**src/rtl/muldiv_pkg.sv**
```systemverilog
// Shared types and constants for the RV32M multiply/divide unit.
package muldiv_pkg;

    localparam int XLEN = 32;

    localparam logic [XLEN-1:0] DIV_ZERO_Q = 32'hFFFF_FFFF;
    localparam logic [XLEN-1:0] INT_MIN    = 32'h8000_0000;

    // RV32M funct3 encodings; bit 2 separates divide from multiply,
    // bit 1 within the divide group selects the remainder.
    typedef enum logic [2:0] {
        OP_MUL    = 3'b000,
        OP_MULH   = 3'b001,
        OP_MULHSU = 3'b010,
        OP_MULHU  = 3'b011,
        OP_DIV    = 3'b100,
        OP_DIVU   = 3'b101,
        OP_REM    = 3'b110,
        OP_REMU   = 3'b111
    } op_e;

    typedef enum logic [1:0] {
        IDLE = 2'd0,
        CALC = 2'd1,
        DONE = 2'd2
    } state_e;

endpackage

```
**src/rtl/muldiv_if.sv**
```systemverilog
// Execute-stage request/response bundle between the issue logic and the
// multiply/divide unit.
interface muldiv_if;
    import muldiv_pkg::*;

    logic            start;
    logic [2:0]      funct3;
    logic [XLEN-1:0] operand_a;
    logic [XLEN-1:0] operand_b;
    logic [4:0]      rd_in;
    logic            busy;
    logic            done;
    logic [XLEN-1:0] result;
    logic [4:0]      rd_out;

    modport master (
        output start, funct3, operand_a, operand_b, rd_in,
        input  busy, done, result, rd_out
    );

    modport slave (
        input  start, funct3, operand_a, operand_b, rd_in,
        output busy, done, result, rd_out
    );
endinterface

```
**src/rtl/muldiv_div_core.sv**
```systemverilog
// Restoring divider datapath on unsigned magnitudes: one quotient bit per
// step. The dividend is shifted out of the quotient register MSB-first while
// quotient bits are shifted in at the LSB. The next-state values are exported
// so the parent can capture the final result on the last step's edge.
module muldiv_div_core
    import muldiv_pkg::*;
(
    input  logic            clk,
    input  logic            rst_n,
    input  logic            load,
    input  logic            step,
    input  logic [XLEN-1:0] dividend,
    input  logic [XLEN-1:0] divisor,
    output logic [XLEN-1:0] quot_next,
    output logic [XLEN-1:0] rem_next
);

    logic [XLEN-1:0] quot_reg;
    logic [XLEN-1:0] rem_reg;
    logic [XLEN-1:0] divisor_reg;

    logic [XLEN:0] shifted;
    logic [XLEN:0] diff;
    logic          fits;

    // Trial subtraction of the divisor from the partial remainder.
    assign shifted  = {rem_reg, quot_reg[XLEN-1]};
    assign diff     = shifted - {1'b0, divisor_reg};
    assign fits     = ~diff[XLEN];
    assign rem_next = fits ? diff[XLEN-1:0] : shifted[XLEN-1:0];

    assign quot_next[0] = fits;
    generate
        for (genvar gi = 1; gi < XLEN; gi++) begin : g_quot_shift
            assign quot_next[gi] = quot_reg[gi-1];
        end
    endgenerate

    // Load fresh operands on accept, otherwise advance one step when enabled.
    always_ff @(posedge clk or negedge rst_n) begin
        if (!rst_n) begin
            quot_reg    <= '0;
            rem_reg     <= '0;
            divisor_reg <= '0;
        end else if (load) begin
            quot_reg    <= dividend;
            rem_reg     <= '0;
            divisor_reg <= divisor;
        end else if (step) begin
            quot_reg    <= quot_next;
            rem_reg     <= rem_next;
        end
    end

endmodule

```
**src/rtl/muldiv_unit.sv**
```systemverilog
// Iterative RV32M multiply/divide unit. Operands are reduced to magnitudes
// at accept time, processed by a shift-add multiplier or the restoring
// divider, and the sign is reapplied when the result is captured.
// Build option: define MULDIV_FAST_MUL_EN to replace the iterative
// multiplier with a single-cycle one (one CALC cycle for multiply ops).
module muldiv_unit
    import muldiv_pkg::*;
#(
    parameter int CNT_W = 6
) (
    input  logic     clk,
    input  logic     rst_n,
    muldiv_if.slave  bus
);

    state_e              state_reg;
    op_e                 op_reg;
    logic [4:0]          rd_reg;
    logic [CNT_W-1:0]    cnt_reg;
    logic [XLEN-1:0]     a_mag_reg;
    logic [2*XLEN-1:0]   prod_reg;
    logic                neg_reg;
    logic                rem_neg_reg;
    logic                busy_reg;
    logic                done_reg;
    logic [XLEN-1:0]     result_reg;

    // ---- request decode -------------------------------------------------
    op_e             op_in;
    logic            a_signed, b_signed;
    logic            a_neg, b_neg;
    logic [XLEN-1:0] a_mag, b_mag;
    logic            div_zero, div_ovf;
    logic [XLEN-1:0] special_res;
    logic            accept;

    assign op_in    = op_e'(bus.funct3);
    assign a_signed = op_in inside {OP_MUL, OP_MULH, OP_MULHSU, OP_DIV, OP_REM};
    assign b_signed = op_in inside {OP_MUL, OP_MULH, OP_DIV, OP_REM};
    assign a_neg    = a_signed & bus.operand_a[XLEN-1];
    assign b_neg    = b_signed & bus.operand_b[XLEN-1];
    assign a_mag    = a_neg ? -bus.operand_a : bus.operand_a;
    assign b_mag    = b_neg ? -bus.operand_b : bus.operand_b;
    assign div_zero = bus.funct3[2] && (bus.operand_b == '0);
    assign div_ovf  = (op_in inside {OP_DIV, OP_REM}) &&
                      (bus.operand_a == INT_MIN) && (bus.operand_b == '1);
    assign accept   = (state_reg == IDLE) && bus.start;

    // Results for the cases that never enter the iterative datapath.
    always_comb begin
        special_res = DIV_ZERO_Q;
        if (div_ovf)
            special_res = bus.funct3[1] ? '0 : INT_MIN;
        else if (bus.funct3[1])
            special_res = bus.operand_a;
    end

    // ---- multiplier -----------------------------------------------------
    logic [2*XLEN-1:0] prod_next;
    logic              last_iter;

`ifdef MULDIV_FAST_MUL_EN
    // The magnitude of b sits in the low half of prod_reg after accept.
    assign prod_next = {{XLEN{1'b0}}, a_mag_reg} * {{XLEN{1'b0}}, prod_reg[XLEN-1:0]};
    assign last_iter = (cnt_reg == CNT_W'(XLEN-1)) || !op_reg[2];
`else
    // Add a into the upper half when the current multiplier bit is set,
    // then shift the whole accumulator right, consuming b from the bottom.
    logic [XLEN:0] mul_sum;
    assign mul_sum   = {1'b0, prod_reg[2*XLEN-1:XLEN]} +
                       (prod_reg[0] ? {1'b0, a_mag_reg} : '0);
    assign prod_next = {mul_sum, prod_reg[XLEN-1:1]};
    assign last_iter = (cnt_reg == CNT_W'(XLEN-1));
`endif

    // ---- divider --------------------------------------------------------
    logic [XLEN-1:0] quot_next, rem_next;

    muldiv_div_core u_div_core (
        .clk       (clk),
        .rst_n     (rst_n),
        .load      (accept),
        .step      (state_reg == CALC),
        .dividend  (a_mag),
        .divisor   (b_mag),
        .quot_next (quot_next),
        .rem_next  (rem_next)
    );

    // ---- sign restore and result select ---------------------------------
    logic [2*XLEN-1:0] prod_final;
    logic [XLEN-1:0]   quot_final, rem_final, calc_res;

    assign prod_final = neg_reg     ? -prod_next : prod_next;
    assign quot_final = neg_reg     ? -quot_next : quot_next;
    assign rem_final  = rem_neg_reg ? -rem_next  : rem_next;

    // Pick the architectural result for the op captured at accept.
    always_comb begin
        calc_res = prod_final[XLEN-1:0];
        case (op_reg)
            OP_MUL:                      calc_res = prod_final[XLEN-1:0];
            OP_MULH, OP_MULHSU, OP_MULHU: calc_res = prod_final[2*XLEN-1:XLEN];
            OP_DIV, OP_DIVU:             calc_res = quot_final;
            OP_REM, OP_REMU:             calc_res = rem_final;
            default:                     calc_res = prod_final[XLEN-1:0];
        endcase
    end

    // Control FSM with registered busy/done/result outputs.
    always_ff @(posedge clk or negedge rst_n) begin
        if (!rst_n) begin
            state_reg   <= IDLE;
            op_reg      <= OP_MUL;
            rd_reg      <= '0;
            cnt_reg     <= '0;
            a_mag_reg   <= '0;
            prod_reg    <= '0;
            neg_reg     <= 1'b0;
            rem_neg_reg <= 1'b0;
            busy_reg    <= 1'b0;
            done_reg    <= 1'b0;
            result_reg  <= '0;
        end else begin
            case (state_reg)
                IDLE: begin
                    done_reg <= 1'b0;
                    if (bus.start) begin
                        op_reg      <= op_in;
                        rd_reg      <= bus.rd_in;
                        a_mag_reg   <= a_mag;
                        prod_reg    <= {{XLEN{1'b0}}, b_mag};
                        neg_reg     <= a_neg ^ b_neg;
                        rem_neg_reg <= a_neg;
                        cnt_reg     <= '0;
                        busy_reg    <= 1'b1;
                        if (div_zero || div_ovf) begin
                            state_reg  <= DONE;
                            done_reg   <= 1'b1;
                            result_reg <= special_res;
                        end else begin
                            state_reg  <= CALC;
                        end
                    end
                end
                CALC: begin
                    prod_reg <= prod_next;
                    cnt_reg  <= cnt_reg + 1'b1;
                    if (last_iter) begin
                        state_reg  <= DONE;
                        done_reg   <= 1'b1;
                        result_reg <= calc_res;
                    end
                end
                DONE: begin
                    done_reg  <= 1'b0;
                    busy_reg  <= 1'b0;
                    state_reg <= IDLE;
                end
                default: begin
                    state_reg <= IDLE;
                    done_reg  <= 1'b0;
                    busy_reg  <= 1'b0;
                end
            endcase
        end
    end

    assign bus.busy   = busy_reg;
    assign bus.done   = done_reg;
    assign bus.result = result_reg;
    assign bus.rd_out = rd_reg;

endmodule

```
**src/flat_wrapper.sv**
```systemverilog
// flat-port wrapper written by rule: the top's interface ports become plain ports
module muldiv_unit_flat import muldiv_pkg::*;
#(
    parameter int CNT_W = 6
)
  (clk, rst_n, bus_start, bus_funct3, bus_operand_a, bus_operand_b, bus_rd_in, bus_busy, bus_done, bus_result, bus_rd_out);
  muldiv_if bus_i ();
  input  logic clk;
  input  logic rst_n;
  input wire logic [$bits(bus_i.start)-1:0] bus_start;
  input wire logic [$bits(bus_i.funct3)-1:0] bus_funct3;
  input wire logic [$bits(bus_i.operand_a)-1:0] bus_operand_a;
  input wire logic [$bits(bus_i.operand_b)-1:0] bus_operand_b;
  input wire logic [$bits(bus_i.rd_in)-1:0] bus_rd_in;
  output wire logic [$bits(bus_i.busy)-1:0] bus_busy;
  output wire logic [$bits(bus_i.done)-1:0] bus_done;
  output wire logic [$bits(bus_i.result)-1:0] bus_result;
  output wire logic [$bits(bus_i.rd_out)-1:0] bus_rd_out;
  assign bus_i.start = bus_start;
  assign bus_i.funct3 = bus_funct3;
  assign bus_i.operand_a = bus_operand_a;
  assign bus_i.operand_b = bus_operand_b;
  assign bus_i.rd_in = bus_rd_in;
  assign bus_busy = bus_i.busy;
  assign bus_done = bus_i.done;
  assign bus_result = bus_i.result;
  assign bus_rd_out = bus_i.rd_out;
  muldiv_unit #(.CNT_W(CNT_W)) u_core (.clk(clk), .rst_n(rst_n), .bus(bus_i));
endmodule
```
**config.mk**
```make
export PLATFORM = sky130hd
export DESIGN_NAME = muldiv_unit_flat
export DESIGN_NICKNAME = d
export VERILOG_FILES = /design/src/rtl/muldiv_pkg.sv /design/src/rtl/muldiv_if.sv /design/src/rtl/muldiv_div_core.sv /design/src/rtl/muldiv_unit.sv /design/src/flat_wrapper.sv
export SDC_FILE = /design/constraint.sdc
export NUM_CORES = 1
export LEC_CHECK = 0
export CAP_MARGIN = 20
export CORE_MARGIN = 3
export CORE_UTILIZATION = 28
export CTS_BUF_LIST = sky130_fd_sc_hd__clkbuf_2 sky130_fd_sc_hd__clkbuf_4 sky130_fd_sc_hd__clkbuf_8
export CTS_CLUSTER_DIAMETER = 50
export DETAILED_ROUTE_END_ITERATION = 10
export PLACE_DENSITY = 0.46
export SLEW_MARGIN = 5
export SYNTH_ARGS = -nofsm -noshare
export SYNTH_HDL_FRONTEND = slang
export SYNTH_SLANG_ARGS = --single-unit
export TNS_END_PERCENT = 30
```
**constraint.sdc**
```tcl
create_clock -name clk -period 6.3 [get_ports clk]
set_clock_uncertainty 0.2 [all_clocks]
set_input_delay 0.945 -clock clk [delete_from_list [all_inputs] [get_ports clk]]
set_output_delay 0.945 -clock clk [all_outputs]
set_load 0.005 [all_outputs]
```
==> impl_metrics.csv <==
group,metric,value,unit
run_status,outcome,"completed",
worst_setup_path,critPathSlowestCell,"or3b_2",
detailed_routing,drtAntennaViolNets,0,
worst_setup_path,critPathMaxFanout,6,
cts,cts_tree,"built",
synthesis,yosys_warnings,0,
synthesis,synth_top_area_frac,0.315,
cts,clock-root-buffer,"clkbuf_8",
worst_setup_path,cp.arrival,6.32,ns
synthesis,yosys-top-cells-count,"nand2_1 (301), dfrtp_1 (244), o21ai_0 (239)",
cts,cts_hold_buf,0,
floorplanning,start_util,0.286,
cts,numCtsBuffers,52,
cts,path_clk_slew,0.06,ns
synthesis,synthArstFlopShare,1.00,
detailed_routing,via_count,19300,
detailed_routing,drc,0,
synthesis,ys_top_cells_by_area,"dfrtp_1 (31%), o21ai_0 (6.2%), nand2_1 (5.8%), xor2_1 (5.2%), a21oi_1 (5.2%)",
pwr,p_leak,0.00928,uW
floorplanning,dieArea,72500,um2
timing,finalCritPeriodShare,0.953,
timing,slew_violations,0,
synthesis,synth.avg_cell_area,7.91,um2
floorplanning,design.core.area,67900,um2
detailed_routing,wl,77100,um
grt,grt_use_total,0.207,
detailed_routing,firstDrtPassIters,6,
cts,cts_setup_buffers,0,
worst_setup_path,regToRegSetupSlack,0.30,ns
synthesis,synth-seq-area-share,0.315,
timing,finalSetupTns,0,ns
synthesis,syn-num-nets,2599,
pwr,ir_drop,298,uV
detailed_routing,drt_iter0_drc,1644,
timing,hold_ws,0.0131,ns
finish,final_util,0.333,
finish,drive_above_1_share,0.0681,
grt,grt-ovfl-total,0,
floorplanning,dieHeight,269,um
worst_setup_path,worstPathCellList,"inv_1 > ha_1 > inv_1 > fa_1 > a211o_1 > a221o_1 > a211oi_4 > nor4_2 > mux2_4 > and2_2 > inv_2 > ha_1 > or3b_2 > nand2b_1 > nand2b_1 > nand2b_1 > o41ai_1 > xnor2_1 > a221o_1 > a311oi_1 > o311a_1 > o21ai_1",
grt,antenna_found_initial,0,
worst_setup_path,critPathMaxStageDelay,0.52,ns
timing,hold_violations,0,
worst_setup_path,r2r-end,"u_core.bus.result[28]$_DFFE_PN0P_",
finish,diodes,0,
synthesis,yosysMostFrequentCell,"nand2_1",
worst_setup_path,critPathCaptureType,"flip-flop",
cts,clk_latency,0.65,ns
floorplanning,io_pins,114,
detailed_routing,drt-wirelength-per-cell,22.3,um
worst_setup_path,worst-setup-path-type,"reg2reg",
timing,fmax,167,MHz
worst_hold_path,hold_class,"in2async",
cts,cts.sinks,244,
synthesis,syn-cell-area,19400,um2
floorplanning,fp.dieW,269,um
synthesis,postSynthCellCount,2451,
floorplanning,fp-row-count,95,
finish,largest_reg_flops,64,
place,place_congestion,0.902,
timing,worst_slew_pin_slew,1.04,ns
worst_setup_path,crit_path_start_kind,"flip-flop",
worst_setup_path,r2r_cells,22,
run,drv_cap,0,
synthesis,synth_edf_count,0,
pwr,p_per_area,660,nW/um2
synthesis,synth_cell_types,82,
cts,clockBufferDepth,3,
worst_setup_path,cpMostUsedCell,"nand2b_1",
place,place_hpwl,58400,um
timing,rsz0062_at_grt,"no",
grt,grt_pass1_vias,18500,
finish,syn_to_final_growth,16.4,%
timing,fin_crit,6.00,ns
timing,max_slew_margin,0.303,
synthesis,ys_ff_latch,244,
worst_setup_path,required,6.62,ns
grt,grt_max_degree,134,
timing,finalSetupViolations,0,
grt,grt_pass1_wl,118000,um
finish,nets,2648,
detailed_routing,via_per_inst,5.56,
cts,cts_max_level,2,
synthesis,yosysTopAreaCell,"dfrtp_1",
worst_setup_path,timing.rr.start,"u_core.u_div_core.quot_reg[31]$_DFFE_PN0P_",
place,port_buffers,113,
synthesis,synthFlopType,"dfrtp_1",
## worst max path at each step
| stage | startpoint | end | slack (ns) | cells past startpoint |
|---|---|---|---|---|
| after global placement | u_core.u_div_core.quot_reg[31]$_DFFE_PN0P_ | u_core.bus.result[28]$_DFFE_PN0P_ | 0.33 | 22 |
| after floorplan | u_core.u_div_core.quot_reg[31]$_DFFE_PN0P_ | u_core.bus.result[28]$_DFFE_PN0P_ | 0.39 | 26 |
| after CTS | u_core.u_div_core.quot_reg[31]$_DFFE_PN0P_ | u_core.bus.result[28]$_DFFE_PN0P_ | 0.27 | 22 |
| after global routing | u_core.u_div_core.quot_reg[31]$_DFFE_PN0P_ | u_core.bus.result[28]$_DFFE_PN0P_ | 0.04 | 22 |
| after detailed placement | u_core.u_div_core.quot_reg[31]$_DFFE_PN0P_ | u_core.bus.result[28]$_DFFE_PN0P_ | 0.32 | 22 |
| final | u_core.u_div_core.quot_reg[31]$_DFFE_PN0P_ | u_core.bus.result[28]$_DFFE_PN0P_ | 0.30 | 22 |
## where the power goes
part / total [uW] / internal [uW] / switching, uW / leakage [uW]
Sequential: 3200 / 2320 / 885 / 0.00299
Combinational: 9740 / 3580 / 6160 / 0.00568
Clock: 1960 / 1140 / 826 / 0.000612
## metrics by stage
step / instances / power, uW / cell area [um2] / setup slack [ns]
3_3_place_gp: 3367 / 12800 / 21400 / 0.325
6_report: 3463 / 14900 / 22600 / 0.297
4_1_cts: 3463 / 14900 / 22600 / 0.271
2_1_floorplan: 2451 / 9550 / 19400 / 0.392
5_1_grt: 3463 / 16100 / 22600 / 0.0402
3_5_place_dp: 3367 / 12900 / 21400 / 0.321
## cell type report
| class | instances | area [um2] |
|---|---|---|
| Fill cell | 7174 | 45300 |
| Multi-Input combinational cell | 1986 | 12500 |
| Sequential cell | 244 | 6110 |
| Timing Repair Buffer | 148 | 1420 |
| Tap cell | 921 | 1150 |
| Clock buffer | 76 | 946 |
| Inverter | 68 | 255 |
| Clock inverter | 20 | 228 |
## critical path, delay by kind of cell (launching register included)
kind | cells | cell delay [ns]
flip-flops | 1 | 0.44
AND/OR/NAND/NOR | 6 | 1.62
AO/OA/AOI/OAI | 8 | 2.16
buffers and inverters | 3 | 0.21
XOR/XNOR | 1 | 0.11
adder cells (fa/ha/maj) | 3 | 0.76
multiplexers | 1 | 0.35
## routing by layer
metal	global-route usage	part of all wire
met2	0.317	0.44
met5	0.0105	0.0014
met3	0.0370	0.064
met1	0.294	0.46
met4	0.0670	0.033
## placed cells by master (no fill, tap or decap), types with 42 or more instances in the layout
cell             count
ha_1                71
o21ai_0            239
a21oi_1            200
clkbuf_8            60
nand3_1            107
inv_1               67
and3_1              42
nor3_1              54
xnor2_1             98
dfrtp_1            243
and2_1              48
nor2_1             155
a21o_1              43
o31ai_1             50
xor2_1             116
clkdlybuf4s50_1    112
nand2_1            300
## cells by family after synthesis
family | Yosys count | share of synthesized area
AND/OR/NAND/NOR | 876 | 0.217
AO/OA/AOI/OAI | 784 | 0.259
flip-flops | 244 | 0.315
buffers and inverters | 221 | 0.0443
XOR/XNOR | 214 | 0.0966
adder cells (fa/ha/maj) | 73 | 0.0479
multiplexers | 39 | 0.0206
## timing repair
action	CTS	global route
endpoints found under the setup margin	0	2
hold endpoints to repair	0	0
gates resized for setup	0	1
Note: power is estimated with default switching activity, not from simulation.
